--- config.mk ---
export PLATFORM = sky130hd
export DESIGN_NAME = unary_stream_decoder
export DESIGN_NICKNAME = d
export VERILOG_FILES = /design/src/rtl/unary_stream_decoder.sv
export SDC_FILE = /design/constraint.sdc
export NUM_CORES = 1
export LEC_CHECK = 0
export ABC_AREA = 1
export CAP_MARGIN = 20
export CORE_MARGIN = 2
export CORE_UTILIZATION = 54
export DETAILED_ROUTE_END_ITERATION = 6
export PLACE_DENSITY = 0.85
export SLEW_MARGIN = 15
export SYNTH_ARGS = -nofsm -noshare
export SYNTH_HDL_FRONTEND = slang
export SYNTH_SLANG_ARGS = --single-unit
--- constraint.sdc ---
create_clock -name clk -period 3.85 [get_ports clk]
set_clock_uncertainty 0.2 [all_clocks]
set_input_delay 0.5775 -clock clk [delete_from_list [all_inputs] [get_ports clk]]
set_output_delay 0.5775 -clock clk [all_outputs]
set_load 0.02 [all_outputs]
--- src/rtl/unary_stream_decoder.sv ---
// Counts ones in a serial unary bitstream of INPUT_WIDTH bits and returns the binary value.
// Optional macro UNARY_DECODE_SKID_EN adds an output register so back-to-back streams need no gap.
module unary_stream_decoder #(
  parameter int INPUT_WIDTH = 32,
  parameter int COUNT_WIDTH = $clog2(INPUT_WIDTH + 1)
) (
  input  logic                   clk,
  input  logic                   reset,
  input  logic                   in_bit,
  input  logic                   in_valid,
  output logic                   in_ready,
  output logic [COUNT_WIDTH-1:0] lower_bound,
  output logic [COUNT_WIDTH-1:0] upper_bound,
  output logic [COUNT_WIDTH-1:0] result,
  output logic                   result_valid,
  input  logic                   result_ready,
  output logic                   overrun
);

  // state   | meaning
  // COLLECT | accepting stream bits, in_ready=1
  // HOLD    | completed value parked in the collector, in_ready=0
  typedef enum logic {COLLECT, HOLD} state_e;

  localparam logic [COUNT_WIDTH-1:0] FULL = COUNT_WIDTH'(INPUT_WIDTH);
  localparam logic [COUNT_WIDTH-1:0] LAST = COUNT_WIDTH'(INPUT_WIDTH - 1);
  localparam logic [COUNT_WIDTH-1:0] ONE  = COUNT_WIDTH'(1);

  state_e                 state_q, state_d;
  logic [COUNT_WIDTH-1:0] ones_q, ones_d;
  logic [COUNT_WIDTH-1:0] count_q, count_d;
  logic [COUNT_WIDTH-1:0] result_q, result_d;
  logic                   result_valid_q, result_valid_d;
  logic                   overrun_q, overrun_d;

  logic                   accept;
  logic                   out_take;
  logic [COUNT_WIDTH-1:0] ones_inc;

  assign in_ready     = (state_q == COLLECT);
  assign accept       = in_valid && in_ready;
  assign out_take     = result_valid_q && result_ready;
  assign ones_inc     = ones_q + (in_bit ? ONE : '0);

  // In HOLD count_q==FULL and ones_q is the completed value, so both bounds equal it.
  assign lower_bound  = ones_q;
  assign upper_bound  = FULL - count_q + ones_q;
  assign result       = result_q;
  assign result_valid = result_valid_q;
  assign overrun      = overrun_q;

  always_ff @(posedge clk or negedge reset) begin
    if (!reset) begin
      state_q        <= COLLECT;
      ones_q         <= '0;
      count_q        <= '0;
      result_q       <= '0;
      result_valid_q <= 1'b0;
      overrun_q      <= 1'b0;
    end else begin
      state_q        <= state_d;
      ones_q         <= ones_d;
      count_q        <= count_d;
      result_q       <= result_d;
      result_valid_q <= result_valid_d;
      overrun_q      <= overrun_d;
    end
  end

  always_comb begin
    state_d        = state_q;
    ones_d         = ones_q;
    count_d        = count_q;
    result_d       = result_q;
    result_valid_d = result_valid_q;
    overrun_d      = overrun_q | (in_valid & ~in_ready);

`ifdef UNARY_DECODE_SKID_EN
    if (out_take) result_valid_d = 1'b0;
    case (state_q)
      COLLECT: begin
        if (accept) begin
          if (count_q == LAST) begin
            if (!result_valid_q || out_take) begin
              result_d       = ones_inc;
              result_valid_d = 1'b1;
              ones_d         = '0;
              count_d        = '0;
            end else begin
              ones_d  = ones_inc;
              count_d = FULL;
              state_d = HOLD;
            end
          end else begin
            ones_d  = ones_inc;
            count_d = count_q + ONE;
          end
        end
      end
      HOLD: begin
        if (out_take) begin
          result_d       = ones_q;
          result_valid_d = 1'b1;
          ones_d         = '0;
          count_d        = '0;
          state_d        = COLLECT;
        end
      end
      default: state_d = COLLECT;
    endcase
`else
    case (state_q)
      COLLECT: begin
        if (accept) begin
          ones_d  = ones_inc;
          count_d = count_q + ONE;
          if (count_q == LAST) begin
            result_d       = ones_inc;
            result_valid_d = 1'b1;
            count_d        = FULL;
            state_d        = HOLD;
          end
        end
      end
      HOLD: begin
        if (out_take) begin
          result_valid_d = 1'b0;
          ones_d         = '0;
          count_d        = '0;
          state_d        = COLLECT;
        end
      end
      default: state_d = COLLECT;
    endcase
`endif
  end

endmodule

==> flow_metrics.py <==
metrics = {
    "placed_design": {
        "dpl.hpwl_microns": 2040,
        "io_buffers": 25,
        "pre_cts_ws_ps": 743,
        "gp_congestion": 0.892,
    },
    "synthesis": {
        "ys_ff_latch": 21,
        "synthArstFlopShare_pct": 100,
        "synth_cell_types": 22,
        "synth_common_cells": "nand2_1 (43), dfrtp_1 (21), inv_1 (21), ha_1 (12)",
        "synth_edf_count": 0,
        "synth.avg_cell_area_sq_um": 8.25,
        "synth_area_sq_um": 1270,
        "ys_warn_count": 0,
        "yosysMostFrequentCell": "nand2_1",
        "synth_nets": 172,
        "synth_top_area_share_pct": 41.4,
        "synth_area_leader_cell": "dfrtp_1",
        "syn_inst": 154,
        "yosys-top-cells-area": "dfrtp_1 (41%), nand2_1 (13%), ha_1 (12%), inv_1 (6.2%), nand3_1 (4.3%)",
        "synth_top_flop_cell": "dfrtp_1",
        "ys_seq_area_share_pct": 41.4,
    },
    "detailed_routing": {
        "first_pass_iters": 4,
        "wl_microns": 2590,
        "via_count": 1070,
        "drt_iter0_drc": 13,
        "drtAntennaViolNets": 0,
        "viasPerCell": 5.10,
        "routedWlPerCell_microns": 12.3,
        "drc_errors": 0,
    },
    "global_routing": {
        "grt_antenna_before_repair": 0,
        "grt_pass1_vias": 1112,
        "grt_pass1_wl_microns": 4510,
        "grtUsageMet2_pct": 41.5,
        "use_met1_pct": 23.7,
        "gr-usage-all-layers_pct": 22.5,
        "grt_max_degree": 22,
        "grt.busiest_layer": "met2",
        "overflow": 0,
        "grtUsageMet3_pct": 7.43,
    },
    "die": {
        "num_rows": 17,
        "die_area_sq_um": 2760,
        "die_y_microns": 52.5,
        "io-pin-count": 26,
        "dieWidth_microns": 52.5,
        "core_area_sq_um": 2210,
        "start_util_pct": 57.4,
    },
    "finish": {
        "syn2layout_area_growth_pct": 23.7,
        "num_antenna_cells": 0,
        "nets": 201,
        "drive_above_1_share_pct": 7.69,
    },
    "min_path": {
        "hp-class": "flip-flop to flip-flop",
        "holdPathEnd": "result[5]",
        "hold_depth": 2,
        "hold_start": "result[5]",
    },
    "critical_path": {
        "cp.arrival_ps": 2660,
        "path_cells": "inv_1, ha_1, ha_1, inv_1, fa_1, nor2_1, nor2_1, inv_1, nand2_1, nand2_1, clkdlybuf4s50_1",
        "crit_top_cell": "inv_1",
        "crit_fanout": 4,
        "r2r-end": "lower_bound[4]",
        "critPathMaxStageDelay_ps": 590,
        "cp_num_cells": 11,
        "cp.required_ps": 3070,
        "crit_family": "adder cells",
        "worst_path_max_delay_cell": "clkdlybuf4s50_1",
        "cp-start-kind": "flip-flop",
        "regToRegSetupSlack_ps": 2280,
        "criticalPathCategory": "flip-flop to output pin",
        "ff2ff_path_depth": 5,
        "crit_path_end_kind": "output pin",
        "r2r_start": "lower_bound[0]",
        "crit_buf_inv": 4,
    },
    "sta": {
        "rsz0062_at_grt": "no",
        "hold_viol": 0,
        "period_minus_slack_ps": 3440,
        "max_freq_mhz": 291,
        "setup_ws_ps": 408,
        "relSlewSlack_pct": 38.8,
        "finalCritPeriodShare_pct": 89.4,
        "setup_tns_ps": 0,
        "worst_slew_pin_slew_ps": 916,
        "maxSlewViolCount": 0,
        "setup_viol": 0,
    },
    "status": {
        "run_status": "complete, no violations",
    },
    "clocking": {
        "worstSkewPairLatency_ps": 300,
        "path_clk_slew_ps": 110,
        "hold_buffers": 0,
        "clk_path_buf_depth": 2,
        "cts_root_buf": "clkbuf_4",
        "cts-resized-gates": 0,
        "cts_tree": "yes",
        "cts-buffers-inserted": 3,
        "cts_max_level": 1,
        "cts_sinks": 21,
        "cts_setup_buffers": 0,
    },
    "flow_run": {
        "drv_cap": 0,
    },
    "power": {
        "p_switching_w": 0.000734,
        "combPwrFrac_pct": 68.6,
        "leakagePower_nw": 0.792,
        "peakVddDrop_mv": 0.944,
        "switching_share_pct": 47.3,
        "seqPwrFrac_pct": 24.7,
        "powerDensity_nw_per_um2": 988,
        "clockPowerShare_pct": 6.7,
        "internal_power_w": 0.000818,
    },
}
==> layout make-up <==
type / count / area, sq um
Clock buffer: 3 / 22.5
Clock inverter: 1 / 5.00
Fill cell: 178 / 641
Inverter: 24 / 90.1
Multi-Input combinational cell: 108 / 643
Sequential cell: 21 / 526
Tap cell: 28 / 35.0
Timing Repair Buffer: 25 / 250
==> flip-flops by register name (all words and copies together), names as in the netlist <==
register	flops
count_q	6
lower_bound	6
overrun	1
result	6
result_valid	1
state_q	1
==> power groups by stage <==
| stage | logic (W) | registers (W) | clock network, W |
|---|---|---|---|
| after floorplan | 0.000602 | 0.000422 | 0 |
| after global placement | 0.00103 | 0.000379 | 0 |
| after detailed placement | 0.00107 | 0.000387 | 0 |
| after CTS | 0.00107 | 0.000382 | 0.000109 |
| after global routing | 0.00116 | 0.000397 | 0.000118 |
| final | 0.00106 | 0.000384 | 0.000104 |
==> metal layers <==
layer / part of all wire (%) / routed length (microns)
met2: 52 / 1360
met1: 43 / 1110
met5: 0 / 0
met4: 0.81 / 21
met3: 3.9 / 101
==> cell usage in the layout, fill, tap and decap left out, types with 8 or more instances in the layout <==
master	n
o21ai_0	8
nand2_1	43
ha_1	12
inv_1	21
dfrtp_1	21
nand3_1	11
nor2_1	11
clkdlybuf4s50_1	25
==> tightest hold or removal path, stage by stage (launching register included) <==
cell     delay [ps]
dfrtp_1         360
nand2_1          50
nand2_1          50
==> how the worst max path moves through the flow <==
stage | from | to | slack (ps)
final | count_q[1] | upper_bound[5] | 410
after global routing | lower_bound[1] | upper_bound[5] | 230
after CTS | lower_bound[1] | upper_bound[5] | 390
after detailed placement | lower_bound[1] | upper_bound[5] | 740
after global placement | lower_bound[1] | upper_bound[5] | 790
after floorplan | lower_bound[1] | upper_bound[3] | 1230
==> stage by stage <==
| step | cells | instance area [sq um] | utilization [%] | hold WS (ps) | power, W |
|---|---|---|---|---|---|
| after floorplan | 154 | 1270 | - | 81.9 | 0.00102 |
| after global placement | 206 | 1540 | 69.8 | 259 | 0.00141 |
| after detailed placement | 206 | 1540 | 69.8 | 267 | 0.00146 |
| after CTS | 210 | 1570 | 71.0 | 295 | 0.00156 |
| after global routing | 210 | 1570 | 71.0 | 318 | 0.00168 |
| final | 210 | 1570 | 71.0 | 292 | 0.00155 |
==> cells by family after synthesis <==
| family | count (synthesis) | share of synthesized area [%] |
|---|---|---|
| adders and majority gates | 13 | 13.4 |
| DFF | 21 | 41.4 |
| buffers and inverters | 25 | 7.98 |
| AOI/OAI and AO/OA | 20 | 9.36 |
| and+or+nand+nor | 70 | 24.4 |
| xor gates and xnor gates | 5 | 3.45 |
Power figures use the tool's default switching activity.
